<file path="src/rtl/arbitro_memoria_if.sv">
`default_nettype none
// ============================================================================
//  Interface : arbitro_memoria_if
//  Purpose   : Bundles the IF-stage, MEM-stage and RAM-side signals of the
//              memory arbiter. "slave" is the arbiter's view, "master" is the
//              view of the pipeline stages plus the RAM around it.
//  Revision  : 1.0 - initial release
// ============================================================================
interface arbitro_memoria_if;
  // instruction fetch port
  logic        if_req;
  logic [31:0] if_addr;
  logic [31:0] if_rdata;
  logic        if_ack;
  // data (load/store) port
  logic        mem_rd;
  logic        mem_wr;
  logic [31:0] mem_addr;
  logic [31:0] mem_wdata;
  logic [31:0] mem_rdata;
  logic        mem_ack;
  // pipeline freeze controls
  logic        stall_if;
  logic        stall_mem;
  // single-port RAM side
  logic        ram_en;
  logic        ram_we;
  logic [31:0] ram_addr;
  logic [31:0] ram_wdata;
  logic [31:0] ram_rdata;

  modport slave (
    input  if_req, if_addr, mem_rd, mem_wr, mem_addr, mem_wdata, ram_rdata,
    output if_rdata, if_ack, mem_rdata, mem_ack, stall_if, stall_mem,
           ram_en, ram_we, ram_addr, ram_wdata
  );

  modport master (
    output if_req, if_addr, mem_rd, mem_wr, mem_addr, mem_wdata, ram_rdata,
    input  if_rdata, if_ack, mem_rdata, mem_ack, stall_if, stall_mem,
           ram_en, ram_we, ram_addr, ram_wdata
  );
endinterface
`default_nettype wire

</file>
<file path="src/rtl/arbitro_memoria.sv">
`default_nettype none
// ============================================================================
//  Module    : arbitro_memoria
//  Purpose   : Shares one single-port RAM between instruction fetch (IF) and
//              data access (MEM). Each access runs IDLE -> BUSY -> DONE, with
//              BUSY stretched over the RAM read latency. MEM has priority
//              unless IF has waited through MAX_ESPERA data grants.
//  Revision  : 1.0 - initial release
// ============================================================================
module arbitro_memoria #(
  parameter int LAT_RAM    = 2,  // read latency of the RAM, 1..15
  parameter int MAX_ESPERA = 4   // data grants tolerated while IF waits, 1..15
) (
  input  logic             clk,
  input  logic             reset,
  arbitro_memoria_if.slave bus
);

  localparam logic [3:0] LAT_LAST     = 4'(LAT_RAM);
  localparam logic [3:0] ESPERA_LIMIT = 4'(MAX_ESPERA);
  localparam logic [3:0] ESPERA_SAT   = 4'hF;

  typedef enum logic [1:0] {
    IDLE = 2'd0,
    BUSY = 2'd1,
    DONE = 2'd2
  } state_t;

  state_t      state, state_d;
  logic [3:0]  lat_cnt, lat_cnt_d;
  logic [3:0]  espera, espera_d;
  logic        gnt_if, gnt_if_d;      // owner of the access in flight
  logic        gnt_we, gnt_we_d;      // access in flight is a store
  logic        ram_en_q, ram_en_d;
  logic        ram_we_q, ram_we_d;
  logic [31:0] ram_addr_q, ram_addr_d;
  logic [31:0] ram_wdata_q, ram_wdata_d;
  logic [31:0] if_rdata_q, if_rdata_d;
  logic [31:0] mem_rdata_q, mem_rdata_d;
  logic        if_ack_q, if_ack_d;
  logic        mem_ack_q, mem_ack_d;

  logic mem_req;
  logic pick_if;

  // A simultaneous rd+wr counts as a single request and is treated as a store.
  assign mem_req = bus.mem_rd | bus.mem_wr;
  // IF wins when it is alone or when it has been passed over too often.
  assign pick_if = bus.if_req & (~mem_req | (espera >= ESPERA_LIMIT));

  // Registers: state, counters, latched access and all registered outputs.
  always_ff @(posedge clk or posedge reset) begin
    if (reset) begin
      state       <= IDLE;
      lat_cnt     <= 4'd0;
      espera      <= 4'd0;
      gnt_if      <= 1'b0;
      gnt_we      <= 1'b0;
      ram_en_q    <= 1'b0;
      ram_we_q    <= 1'b0;
      ram_addr_q  <= 32'd0;
      ram_wdata_q <= 32'd0;
      if_rdata_q  <= 32'd0;
      mem_rdata_q <= 32'd0;
      if_ack_q    <= 1'b0;
      mem_ack_q   <= 1'b0;
    end else begin
      state       <= state_d;
      lat_cnt     <= lat_cnt_d;
      espera      <= espera_d;
      gnt_if      <= gnt_if_d;
      gnt_we      <= gnt_we_d;
      ram_en_q    <= ram_en_d;
      ram_we_q    <= ram_we_d;
      ram_addr_q  <= ram_addr_d;
      ram_wdata_q <= ram_wdata_d;
      if_rdata_q  <= if_rdata_d;
      mem_rdata_q <= mem_rdata_d;
      if_ack_q    <= if_ack_d;
      mem_ack_q   <= mem_ack_d;
    end
  end

  // Next-state logic plus next values of the registered outputs.
  always_comb begin
    state_d     = state;
    lat_cnt_d   = lat_cnt;
    espera_d    = espera;
    gnt_if_d    = gnt_if;
    gnt_we_d    = gnt_we;
    ram_en_d    = 1'b0;            // strobes are single-cycle by default
    ram_we_d    = 1'b0;
    ram_addr_d  = ram_addr_q;
    ram_wdata_d = ram_wdata_q;
    if_rdata_d  = if_rdata_q;
    mem_rdata_d = mem_rdata_q;
    if_ack_d    = 1'b0;
    mem_ack_d   = 1'b0;

    case (state)
      IDLE: begin
        if (!bus.if_req) begin
          espera_d = 4'd0;
        end
        if (pick_if) begin
          gnt_if_d   = 1'b1;
          gnt_we_d   = 1'b0;
          ram_addr_d = bus.if_addr;
          ram_en_d   = 1'b1;
          lat_cnt_d  = 4'd0;
          espera_d   = 4'd0;
          state_d    = BUSY;
        end else if (mem_req) begin
          gnt_if_d    = 1'b0;
          gnt_we_d    = bus.mem_wr;
          ram_addr_d  = bus.mem_addr;
          ram_wdata_d = bus.mem_wdata;
          ram_en_d    = 1'b1;
          ram_we_d    = bus.mem_wr;
          lat_cnt_d   = 4'd0;
          // IF was left waiting by this grant: count it, saturating.
          if (bus.if_req && (espera != ESPERA_SAT)) begin
            espera_d = espera + 4'd1;
          end
          state_d = BUSY;
        end
      end

      BUSY: begin
        if (gnt_we) begin
          // Stores complete in the strobe cycle itself.
          mem_ack_d = 1'b1;
          state_d   = DONE;
        end else if (lat_cnt == LAT_LAST) begin
          // RAM data is valid now; hand it to the owning port only.
          if (gnt_if) begin
            if_rdata_d = bus.ram_rdata;
            if_ack_d   = 1'b1;
          end else begin
            mem_rdata_d = bus.ram_rdata;
            mem_ack_d   = 1'b1;
          end
          state_d = DONE;
        end else begin
          lat_cnt_d = lat_cnt + 4'd1;
        end
      end

      DONE: begin
        state_d = IDLE;
      end

      default: begin
        state_d = IDLE;
      end
    endcase
  end

  assign bus.ram_en    = ram_en_q;
  assign bus.ram_we    = ram_we_q;
  assign bus.ram_addr  = ram_addr_q;
  assign bus.ram_wdata = ram_wdata_q;
  assign bus.if_rdata  = if_rdata_q;
  assign bus.mem_rdata = mem_rdata_q;
  assign bus.if_ack    = if_ack_q;
  assign bus.mem_ack   = mem_ack_q;

  // Stalls follow the requests combinationally so the pipeline freezes in
  // the very cycle a request is raised.
  assign bus.stall_if  = bus.if_req & ~if_ack_q;
  assign bus.stall_mem = mem_req & ~mem_ack_q;

endmodule
`default_nettype wire

</file>
<file path="src/flat_wrapper.sv">
// flat-port wrapper written by rule: the top's interface ports become plain ports
module arbitro_memoria_flat 
#(
  parameter int LAT_RAM    = 2,                                   
  parameter int MAX_ESPERA = 4                                                 
)
  (clk, reset, bus_if_req, bus_if_addr, bus_mem_rd, bus_mem_wr, bus_mem_addr, bus_mem_wdata, bus_ram_rdata, bus_if_rdata, bus_if_ack, bus_mem_rdata, bus_mem_ack, bus_stall_if, bus_stall_mem, bus_ram_en, bus_ram_we, bus_ram_addr, bus_ram_wdata);
  arbitro_memoria_if bus_i ();
  input  logic clk;
  input  logic reset;
  input wire logic [$bits(bus_i.if_req)-1:0] bus_if_req;
  input wire logic [$bits(bus_i.if_addr)-1:0] bus_if_addr;
  input wire logic [$bits(bus_i.mem_rd)-1:0] bus_mem_rd;
  input wire logic [$bits(bus_i.mem_wr)-1:0] bus_mem_wr;
  input wire logic [$bits(bus_i.mem_addr)-1:0] bus_mem_addr;
  input wire logic [$bits(bus_i.mem_wdata)-1:0] bus_mem_wdata;
  input wire logic [$bits(bus_i.ram_rdata)-1:0] bus_ram_rdata;
  output wire logic [$bits(bus_i.if_rdata)-1:0] bus_if_rdata;
  output wire logic [$bits(bus_i.if_ack)-1:0] bus_if_ack;
  output wire logic [$bits(bus_i.mem_rdata)-1:0] bus_mem_rdata;
  output wire logic [$bits(bus_i.mem_ack)-1:0] bus_mem_ack;
  output wire logic [$bits(bus_i.stall_if)-1:0] bus_stall_if;
  output wire logic [$bits(bus_i.stall_mem)-1:0] bus_stall_mem;
  output wire logic [$bits(bus_i.ram_en)-1:0] bus_ram_en;
  output wire logic [$bits(bus_i.ram_we)-1:0] bus_ram_we;
  output wire logic [$bits(bus_i.ram_addr)-1:0] bus_ram_addr;
  output wire logic [$bits(bus_i.ram_wdata)-1:0] bus_ram_wdata;
  assign bus_i.if_req = bus_if_req;
  assign bus_i.if_addr = bus_if_addr;
  assign bus_i.mem_rd = bus_mem_rd;
  assign bus_i.mem_wr = bus_mem_wr;
  assign bus_i.mem_addr = bus_mem_addr;
  assign bus_i.mem_wdata = bus_mem_wdata;
  assign bus_i.ram_rdata = bus_ram_rdata;
  assign bus_if_rdata = bus_i.if_rdata;
  assign bus_if_ack = bus_i.if_ack;
  assign bus_mem_rdata = bus_i.mem_rdata;
  assign bus_mem_ack = bus_i.mem_ack;
  assign bus_stall_if = bus_i.stall_if;
  assign bus_stall_mem = bus_i.stall_mem;
  assign bus_ram_en = bus_i.ram_en;
  assign bus_ram_we = bus_i.ram_we;
  assign bus_ram_addr = bus_i.ram_addr;
  assign bus_ram_wdata = bus_i.ram_wdata;
  arbitro_memoria #(.LAT_RAM(LAT_RAM), .MAX_ESPERA(MAX_ESPERA)) u_core (.clk(clk), .reset(reset), .bus(bus_i));
endmodule
</file>
<file path="config.mk">
export PLATFORM = sky130hd
export DESIGN_NAME = arbitro_memoria_flat
export DESIGN_NICKNAME = d
export VERILOG_FILES = /design/src/rtl/arbitro_memoria_if.sv /design/src/rtl/arbitro_memoria.sv /design/src/flat_wrapper.sv
export SDC_FILE = /design/constraint.sdc
export NUM_CORES = 1
export LEC_CHECK = 0
export BUFFER_PORTS_ARGS = -buffer_cell sky130_fd_sc_hd__buf_2
export CAP_MARGIN = 0
export CORE_MARGIN = 3
export CORE_UTILIZATION = 50
export CTS_CLUSTER_SIZE = 16
export DETAILED_ROUTE_END_ITERATION = 12
export GPL_ROUTABILITY_DRIVEN = 0
export PLACE_DENSITY = 0.95
export SLEW_MARGIN = 20
export SYNTH_ARGS = -nofsm -noshare
export SYNTH_HDL_FRONTEND = slang
export SYNTH_SLANG_ARGS = --single-unit
</file>
<file path="constraint.sdc">
create_clock -name clk -period 12.1 [get_ports clk]
set_clock_uncertainty 0.2 [all_clocks]
set_input_delay 0.605 -clock clk [delete_from_list [all_inputs] [get_ports clk]]
set_output_delay 0.605 -clock clk [all_outputs]
set_load 0.05 [all_outputs]
</file>
Word level (Yosys, flattened, before mapping)
Cells that the tools add are included.
{"block": "totals", "out_inout_bits": 134, "word_cells": 78, "register_bits": 144, "in_bits": 133}
{"block": "classes", "bitwise_logic": 11, "magnitude_cmp": 1, "eq_ne": 7, "mux": 34, "n_reduce_logical": 10, "addsub": 2}
{"operator": "32-bit 2-to-1 mux", "count": 2}
{"operator": "4-bit 2-to-1 mux", "count": 8}
{"operator": "1-bit 2-to-1 mux", "count": 18}
{"operator": "4-bit AND reduction", "count": 3}
{"operator": "4-bit by 1-bit adder with 4-bit output (second input constant)", "count": 2}
{"operator": "2-bit 2-to-1 mux", "count": 4}
{"operator": "4-bit case mux with 2 select lines", "count": 1}
{"operator": "3-bit by 1-bit != test with 1-bit output (second input constant)", "count": 2}
{"operator": "1-bit NOT", "count": 6}
{"operator": "4-bit by 2-bit == test with 1-bit output (second input constant)", "count": 1}
{"operator": "4-bit by 3-bit greater-or-equal comparator with 1-bit output (second input constant)", "count": 1}
{"operator": "2-bit != test (second input constant)", "count": 2}
{"operator": "4-bit != test (second input constant)", "count": 1}
{"operator": "2-bit case mux with 2 select lines", "count": 1}
{"operator": "2-bit AND reduction", "count": 2}
{"operator": "2-bit nonzero test", "count": 2}
{"operator": "1-bit AND", "count": 3}
{"operator": "3-bit AND reduction", "count": 1}
{"operator": "2-bit by 1-bit == test with 1-bit output (second input constant)", "count": 1}
{"operator": "2-bit zero test", "count": 1}
{"operator": "1-bit OR", "count": 2}
{"operator": "1-bit logical AND", "count": 1}

Depth between registers and ports, before layout
Gate-level depths: netlist (run 1).
{"block": "depth", "depth_word": 6, "ltp_mapped": 7, "ltp_nobuf": 6}

Worst setup path before layout (run 1)
No wires, ideal clock.
{"block": "synth_timing", "path_type": "reg2out", "start": "reg u_core.if_ack_q, in the netlist u_core.bus.if_ack", "end": "out bus_stall_if", "path_buffers": 0, "arrival_time_ns": 1.318, "setup_slack_ns": 9.977, "stages_incl_launch_ff": 2, "cell_sequence": "dfrtp_1 nor2b_1"}
{"block": "synth_between", "elab_chain_len": 2}
{"element": "start, declared", "line": "arbitro_memoria.sv:40", "text": "logic if_ack_q, if_ack_d;"}
{"element": "start signal, assigned", "line": "arbitro_memoria.sv:79", "text": "if_ack_q <= if_ack_d;"}
{"element": "1-bit NOT", "line": "arbitro_memoria.sv:170", "text": "assign bus.stall_if = bus.if_req & ~if_ack_q;"}
{"element": "1-bit AND", "line": "arbitro_memoria.sv:170"}
{"element": "end, declared", "line": "flat_wrapper.sv:22", "text": "output wire logic [$bits(bus_i.stall_if)-1:0] bus_stall_if;"}
Every way passes these cells.

Worst setup path after layout (run 1)
{"block": "layout_timing", "start": "reg u_core.state[1]", "end": "reg u_core.ram_addr_q[14], in the netlist u_core.bus.ram_addr[14]"}
{"block": "layout_between", "elab_chain_len": 2}
{"element": "start, declared", "line": "arbitro_memoria.sv:29", "text": "state_t state, state_d;"}
{"element": "start signal, assigned", "line": "arbitro_memoria.sv:68", "text": "state <= state_d;"}
{"element": "2-bit zero test", "line": "arbitro_memoria.sv:100", "text": "case (state)"}
{"element": "2-bit AND reduction (no line)"}
{"element": "end signal, assigned", "line": "arbitro_memoria.sv:75", "text": "ram_addr_q <= ram_addr_d;"}
{"element": "end, declared", "line": "arbitro_memoria.sv:36", "text": "logic [31:0] ram_addr_q, ram_addr_d;"}
Every way passes these cells.
A chain may end at the register's enable or synchronous reset.

==> summary.md, run 1 <==
| Metric | Value |
|---|---|
| Cell taking the most area after synthesis | dfrtp_1 |
| Distinct cells, synth | 33 |
| CTS Buffer Depth | 2 |
| Drt drc | 0 |
| Worst R2R Path Depth | 6 |
| Routed WL | 14800 µm |
| I/O Buffers | 266 |
| # IOs | 267 |
| Post-synth EDFFs | 0 |
| CTS Root Cell | clkbuf_16 |
| Crit path to | u_core.bus.ram_addr[14] |
| Outcome | finished, final reports clean |
| Largest net degree at the start of global routing | 93 |
| Vias in the first global route | 4995 |
| Initial antenna violation count | 0 |
| Post-DP HPWL | 10700 µm |
| Layout area overhead | 35.1% |
| Fin Setup TNS | 0 ps |
| Reg2Reg Launch Point | u_core.state[1] |
| GRT overflow | 0 |
| Die Ht | 113 µm |
| Max_slew headroom | 33.3% |
| Placed cells | 831 |
| Syn Inst Count | 443 |
| First DRT Iteration DRCs | 211 |
| CP Max Fanout | 38 |
| CTS sink cnt | 144 |
| Crit path DAT | 2990 ps |
| Startpoint types | flop |
| Total CTS buffers | 17 |
| R2r endpoint | u_core.bus.ram_addr[14] |
| CTS resizes | 0 |
| Sequential-to-total area share from yosys stat | 62.6% |
| Unrepaired setup endpoints after global routing | no |
| Worst skew pair latency | 410 ps |
| H-tree depth | 4 |
| Achievable Freq | 343 MHz |
| Most numerous cell in the Yosys netlist | dfrtp_1 |
| GR Util All Layers | 23.9% |
| Syn_nets | 579 |
| Diode count | 0 |
| Post-layout min period | 2910 ps |
| DR pass1 iterations | 6 |
| Synth async-reset ratio | 100% |
| Least-Margin Pin Slew | 995 ps |
| Synth warn | 0 |
| NumNets Final | 846 |
| Hold crit path type | input port to async pin |
| Final setup fails | 0 |
| Setup Buffers After CTS | 0 |
| Cts hold-fix bufs | 0 |
| Yosys reg bits | 144 |
| Chip width | 113 µm |
| Crit path capture type | flop |
| First-pass GRT wire length | 24000 µm |
| Non-Filler Instances | 863 |
| Cell row count | 38 |
| CTS tree | yes |
| Max cap viols | 0 |
| R2R Setup Slk | 9190 ps |
| Syn_area_per_cell | 13.0 µm² |
| Top cells by area, synth | dfrtp_1, mux2_2, mux2_1 |
| Initial Util | 52.2% |
| Critical Path RT | 12180 ps |
| Vias per cell | 5.20 |
| Fillers | 712 |
| Clk pin slew, worst setup/hold paths | 60 ps |
| DIE AREA | 0.0128 mm² |
| Final hold vios | 0 |
| Routed len/inst | 17.1 µm |
| Fin. max-slew vios | 0 |
| Mapped Area | 0.00576 mm² |
| Synth top cells by count | dfrtp_1, a21oi_1, mux2_2, mux2_1 |
| Ys flop type | dfrtp_1 |
| Vias | 4490 |
| CP Launch Point | u_core.state[1] |
| Core ar. | 0.0110 mm² |
| Fin crit share | 24.1% |
| Final antenna-violating net count | 0 |
| Critical path class | flop to flop |
| Area share of the largest cell type after synthesis | 62.6% |
| Share of layout cells above drive strength 1 | 50.2% |
how the worst min path moves through the flow:
stage,endpoint,depth (start not counted)
floorplan,u_core.espera[0],1
global placement,u_core.bus.ram_wdata[24],1
detailed placement,u_core.bus.ram_wdata[1],1
CTS,u_core.bus.ram_wdata[25],2
global route,u_core.bus.if_rdata[6],2
finish,u_core.bus.ram_addr[6],2
per-layer routing:
metal  vias to the layer above  part of all wire (%)  routed length (µm)  global-route usage [%]
met5                         -                     0                   0                       0
met4                         0                   3.9                 578                    12.9
met3                        54                   8.8                1300                    7.97
met2                       228                    52                7640                    41.8
met1                      2149                    36                5280                    25.5
li1                       2059                     -                   -                       -
registers in the layout (all words and copies together) (netlist names), 2 cells and up:
signal / cells
u_core.bus.if_rdata: 32
u_core.lat_cnt: 4
u_core.state: 2
u_core.bus.ram_wdata: 32
u_core.bus.ram_addr: 32
u_core.espera: 4
u_core.bus.mem_rdata: 32
placed cells by master (no fill, tap or decap), types with 3 or more instances in the layout:
master and instances:
clkinvlp_4 3, nand3_1 3, nor2_1 39, buf_4 4
mux2_1 44, clkbuf_8 6, dfrtp_1 144, nand2_1 39
buf_2 266, clkbuf_16 17, mux2_2 52, o21ai_0 8
ha_1 3, a21oi_1 65
cells by family after synthesis:
family	count (synthesis)	synth area share (%)
multiplexers	96	18.8
buffers and inverters	26	2.98
flip-flops	144	62.6
XOR/XNOR	2	0.304
AND/OR/NAND/NOR	95	7.70
adder cells (fa/ha/maj)	3	0.652
AO/OA/AOI/OAI	77	6.98
worst max-delay path, stage by stage (launching register included):
cell      delay, ps
dfrtp_1         550
nor2_1          210
o31ai_4          90
buf_4           380
clkinv_1        890
nor2_1          350
a21oi_1          90
stage by stage:
step / utilization [%] / hold slack [ps] / instance area [µm²] / setup WS, ps
2_1_floorplan: - / 257 / 5760 / 7430
3_3_place_gp: 64.9 / 266 / 7160 / 8910
3_5_place_dp: 64.9 / 269 / 7160 / 8750
4_1_cts: 70.5 / 187 / 7780 / 9070
5_1_grt: 70.5 / 204 / 7780 / 8940
6_report: 70.5 / 169 / 7780 / 9190
layout make-up:
type	instances	area [µm²]	share of cell area, %
clock inverters	8	101	1.30
multi-input cells	273	2000	25.8
well taps	140	175	2.25
flip-flops and latches	144	3600	46.3
clock buffers	24	512	6.58
repair buffers	270	1360	17.5
inverters	4	20.0	0.257
Power of run 1 is not shown: default switching activity piles up to over one toggle a cycle in this logic, so the estimate is an artifact.
==> run 2: changes to the inputs <==
Settings changed: CORE_UTILIZATION 50 to 47, PLACE_DENSITY 0.95 to 0.9.
Clock period 12.1 ns to 3 ns, I/O delays scaled along.
==> run 2 against run 1 <==
Compared with the run above: flip-flop and latch count unchanged; clock-buffer cell count down 2; wire length up 33%; non-clock buffer count up 133; sequential share of layout area down 6.8 points; register-to-register slack worse by 9000 ps; global-route usage up 5.1 points; core utilization up 7.3 points; design area up 17%.
==> summary.md, run 2 (synthesis results as in run 1) <==
| Metric | Value |
|---|---|
| Layout area overhead | 58.3% |
| DR pass1 iterations | 6 |
| Vias | 5360 |
| Critical Path RT | 3090 ps |
| Crit path capture type | flop |
| First-pass GRT wire length | 30000 µm |
| Routed WL | 19800 µm |
| Initial antenna violation count | 2 |
| Cell mode on critical path | nor2_1 |
| Max cap viols | 0 |
| # IOs | 267 |
| Drt drc | 0 |
| Achievable Freq | 352 MHz |
| Unrepaired setup endpoints after global routing | no |
| CTS sink cnt | 144 |
| Critical path class | flop to flop |
| Setup Buffers After CTS | 0 |
| Max_slew headroom | 50.0% |
| Routed len/inst | 19.7 µm |
| Share of layout cells above drive strength 1 | 42.4% |
| Chip width | 117 µm |
| CTS Root Cell | clkbuf_16 |
| Crit path depth | 6 |
| H-tree depth | 4 |
| First DRT Iteration DRCs | 422 |
| Crit-path cells | nor2_1 -> o31ai_4 -> clkinvlp_4 -> nor2_1 -> a21oi_1 -> dlygate4sd3_1 |
| I/O Buffers | 266 |
| Maximum VDD drop | 0.000861 V |
| Fin crit share | 94.8% |
| Most frequent cells in the layout | buf_2, dfrtp_1, dlygate4sd3_1 |
| Worst R2R Path Depth | 6 |
| Crit path DAT | 2930 ps |
| Vias per cell | 5.35 |
| Critical path buffers and inverters | 2 |
| Die Ht | 117 µm |
| Fin. max-slew vios | 0 |
| Final hold vios | 0 |
| Final instance area | 0.00911 mm² |
| Least-Margin Pin Slew | 751 ps |
| Final antenna-violating net count | 0 |
| Pleak | 4.41 nW |
| Final setup fails | 0 |
| Clk pin slew, worst setup/hold paths | 60 ps |
| CTS tree | yes |
| CTS Buffer Depth | 2 |
| DP Area | 0.00719 mm² |
| Critical path's top delay family | buffers and inverters |
| Cell row count | 39 |
| Startpoint types | flop |
| GR Util All Layers | 29.0% |
| Fin Setup TNS | 0 ps |
| Worst skew pair latency | 410 ps |
| Worst Hold Path Cells | 4 |
| NumNets Final | 979 |
| CP Max Fanout | 36 |
| Most common cell after layout, fill and taps aside | buf_2 |
| Largest net degree at the start of global routing | 145 |
| Crit-path max cell delay | 580 ps |
| DIE AREA | 0.0136 mm² |
| Post-DP HPWL | 10200 µm |
| Outcome | finished, final reports clean |
| Power Dens Cells | 1310 mW/mm² |
| GRT overflow | 0 |
| Vias in the first global route | 5936 |
| Post-layout min period | 2840 ps |
| Core ar. | 0.0117 mm² |
| Hold crit path type | input port to flop |
| Total CTS buffers | 17 |
| CP max-delay cell | clkinvlp_4 |
| Initial Util | 49.1% |
==> run 2: cell count changes in the layout (fill, tap and decap cells not counted), sizes merged <==
| cell | change |
|---|---|
| inv | -1 |
| bufinv | +1 |
| buf | +2 |
| clkinv | +2 |
| dlygate4sd3 | +131 |
| diode | +2 |
| clkbuf | -2 |
==> run 2: final cells by class <==
| type | count | area [µm²] |
|---|---|---|
| Timing Repair Buffer | 403 | 2700 |
| Fill cell | 627 | 2600 |
| Clock buffer | 22 | 464 |
| Multi-Input combinational cell | 273 | 2000 |
| Tap cell | 143 | 179 |
| Antenna cell | 2 | 5.00 |
| Inverter | 4 | 22.5 |
| Sequential cell | 144 | 3600 |
| Clock inverter | 10 | 135 |
==> run 2: metrics by stage <==
| stage | util (%) | setup slack, ps | cells | power, mW | hold slack [ps] |
|---|---|---|---|---|---|
| 2_1_floorplan | - | 845 | 443 | 7.64 | 79.0 |
| 3_3_place_gp | 61.4 | 735 | 836 | 8.84 | 168 |
| 3_5_place_dp | 61.4 | 635 | 836 | 9.04 | 171 |
| 4_1_cts | 77.7 | 72.7 | 999 | 11.7 | 108 |
| 5_1_grt | 77.8 | 40.7 | 1001 | 12.4 | 174 |
| 6_report | 77.8 | 156 | 1001 | 11.9 | 170 |
==> run 2: worst reg2reg max path, stage by stage, from the launching register on <==
cell	delay, ps
dfrtp_1	560
nor2_1	220
o31ai_4	130
clkinvlp_4	580
nor2_1	370
a21oi_1	90
dlygate4sd3_1	580
==> run 2: path summary, 6_finish.rpt <==
check                                              start                        to  slack, ps
worst max register to register           u_core.state[1]   u_core.bus.ram_addr[15]        160
worst max-delay path                     u_core.state[1]   u_core.bus.ram_addr[15]        160
max in group asynchronous                          reset   u_core.bus.ram_addr[14]       1710
worst min-delay path                          bus_mem_rd           u_core.state[0]        170
min in group asynchronous                          reset   u_core.bus.ram_wdata[9]        340
worst min register to register  u_core.bus.ram_wdata[24]  u_core.bus.ram_wdata[24]        280
==> run 2: repair_timing <==
item	CTS	global route
setup endpoints to repair	0	32
hold buffers	131	0
hold endpoints to repair	277	0
resized for setup	0	1
==> run 2: report_power, final <==
| group | internal [mW] | switching [mW] | total, mW |
|---|---|---|---|
| Sequential | 2.84 | 0.569 | 3.41 |
| Combinational | 1.85 | 4.53 | 6.37 |
| Clock | 1.35 | 0.795 | 2.14 |
==> run 2: layer usage <==
| metal | part of all wire [%] | wire (µm) | global-route usage, % |
|---|---|---|---|
| met5 | 0 | 0 | 0 |
| met1 | 35 | 6830 | 29.9 |
| met3 | 7.8 | 1540 | 8.34 |
| met4 | 5.1 | 999 | 18.3 |
| met2 | 53 | 10400 | 51.7 |
Power figures use the tool's default switching activity.
==> run 3: changes to the inputs <==
Settings changed: CORE_ASPECT_RATIO set to 1.1.
==> run 3 against run 2 <==
Compared with the run above: setup slack gained 23 ps; final cell count grew 0.30%; wire length shrank 1.4%; die area is essentially flat; first-iteration DRC count shrank 14%; clock-buffer cell count shrank 1; design area grew 0.55%; critical path type unchanged; largest cell class unchanged.
==> summary.md, run 3 (synthesis results as in run 1) <==
| Metric | Value |
|---|---|
| Outcome | finished, final reports clean |
| Unrepaired setup endpoints after global routing | no |
| Most frequent cells in the layout | buf_2, dfrtp_1, dlygate4sd3_1 |
| NumNets Final | 978 |
| Die Ht | 122 µm |
| Pleak | 4.43 nW |
| Hold crit path type | input port to flop |
| Drt drc | 0 |
| DP Worst Slack | 392 ps |
| Post-DP HPWL | 11000 µm |
| Total CTS buffers | 17 |
| Final antenna-violating net count | 0 |
| H-tree depth | 4 |
| Crit path DAT | 2900 ps |
| Routed len/inst | 19.4 µm |
| Startpoint types | flop |
| Clk pin slew, worst setup/hold paths | 60 ps |
| Setup Buffers After CTS | 0 |
| Achievable Freq | 354 MHz |
| Least-Margin Pin Slew | 765 ps |
| I/O Buffers | 266 |
| Switching share of power | 48.6% |
| Maximum VDD drop | 0.000826 V |
| Worst skew pair latency | 400 ps |
| Fin Hold WS | 180 ps |
| Final instance area | 0.00916 mm² |
| CP Max Fanout | 36 |
| Largest net degree at the start of global routing | 145 |
| First DRT Iteration DRCs | 362 |
| Critical path class | flop to flop |
| Max cap viols | 0 |
| Fin. max-slew vios | 0 |
| # IOs | 267 |
| Initial Util | 49.2% |
| Routed WL | 19500 µm |
| DP Area | 0.00719 mm² |
| CTS sink cnt | 144 |
| Fin crit share | 94.0% |
| Max_slew headroom | 48.8% |
| DIE AREA | 0.0136 mm² |
| Chip width | 112 µm |
| First-pass GRT wire length | 30600 µm |
| GRT overflow | 0 |
| P_int | 6.22 mW |
| CTS tree | yes |
| Core ar. | 0.0117 mm² |
| Vias in the first global route | 5853 |
| Fillers | 616 |
| Fin Setup TNS | 0 ps |
| CTS Root Cell | clkbuf_16 |
| Vias | 5273 |
| Post-layout min period | 2820 ps |
| Power Dens Cells | 1320 mW/mm² |
| Layout area overhead | 59.2% |
| Share of layout cells above drive strength 1 | 42.4% |
| Critical Path RT | 3080 ps |
| Clock network power share | 19.2% |
| Worst Slack Setup Final | 179 ps |
| Initial antenna violation count | 1 |
| CTS Buffer Depth | 2 |
| Final hold vios | 0 |
| DR pass1 iterations | 5 |
| Cell row count | 41 |
| Most common cell after layout, fill and taps aside | buf_2 |
| Vias per cell | 5.25 |
| Power share of the sequential group | 28.5% |
| Comb pwr share | 52.3% |
| Final setup fails | 0 |
| Crit path capture type | flop |
| GR Util All Layers | 28.6% |
| Switching power | 5.87 mW |
run 3: cell count changes in the layout (fill, tap and decap cells not counted), sizes merged:
cell | previous run | this run
clkbuf | 22 | 21
buf | 272 | 271
inv | 2 | 3
bufinv | 3 | 5
diode | 2 | 1
clkinv | 6 | 2
run 3: layout make-up:
type                    instances  area (µm²)  share of cell area (%)
repair buffers                402        2690                    29.4
clock inverters                 9         180                    1.97
flip-flops and latches        144        3600                    39.3
inverters                       4        22.5                   0.246
well taps                     150         188                    2.05
multi-input cells             273        2000                    21.9
clock buffers                  21         470                    5.13
diodes                          1        2.50                  0.0273
run 3: final timing paths:
check	start	end	slack (ps)	depth (start not counted)
worst min register to register	u_core.bus.ram_wdata[2]	u_core.bus.ram_wdata[2]	280	1
worst max register to register	u_core.state[1]	u_core.bus.ram_addr[23]	180	6
max in group asynchronous	reset	u_core.bus.mem_rdata[7]	1740	4
min in group asynchronous	reset	u_core.bus.ram_wdata[22]	330	4
worst max-delay path	u_core.state[1]	u_core.bus.ram_addr[23]	180	6
worst min-delay path	bus_mem_rd	u_core.state[0]	180	4
run 3: per-stage QoR:
stage	cells	utilization (%)	power [mW]
3_3_place_gp	842	61.5	8.87
6_report	1004	78.3	12.1
3_5_place_dp	842	61.5	9.08
5_1_grt	1004	78.3	12.6
2_1_floorplan	443	-	7.64
4_1_cts	1003	78.3	11.9
run 3: power groups by stage:
stage                     combinational (mW)  clock (mW)  sequential [mW]
after floorplan                         1.35           0             6.30
after global placement                  5.55           0             3.32
after detailed placement                5.69           0             3.39
after CTS                               6.19        2.34             3.38
after global routing                    6.60        2.43             3.52
final                                   6.33        2.32             3.44
run 3: metal layers:
metal	global-route usage, %	wire length [µm]	vias up
li1	-	-	2329
met1	30.8	6970	2565
met2	52.4	10400	298
met3	6.95	1190	81
met4	14.5	907	0
met5	0	0	-
run 3: worst max-delay path, cell delays in order (launching register included):
cell	delay, ps
dfrtp_1	540
nor2_1	210
o31ai_4	130
clkinvlp_4	590
nor2_1	330
a21oi_1	80
dlygate4sd3_1	610
run 3: repair_timing:
item                                    4_1_cts  5_1_grt
endpoints found under the setup margin        0       31
resized for setup                             0        1
hold buffers                                131        0
endpoints found under the hold margin       276        0
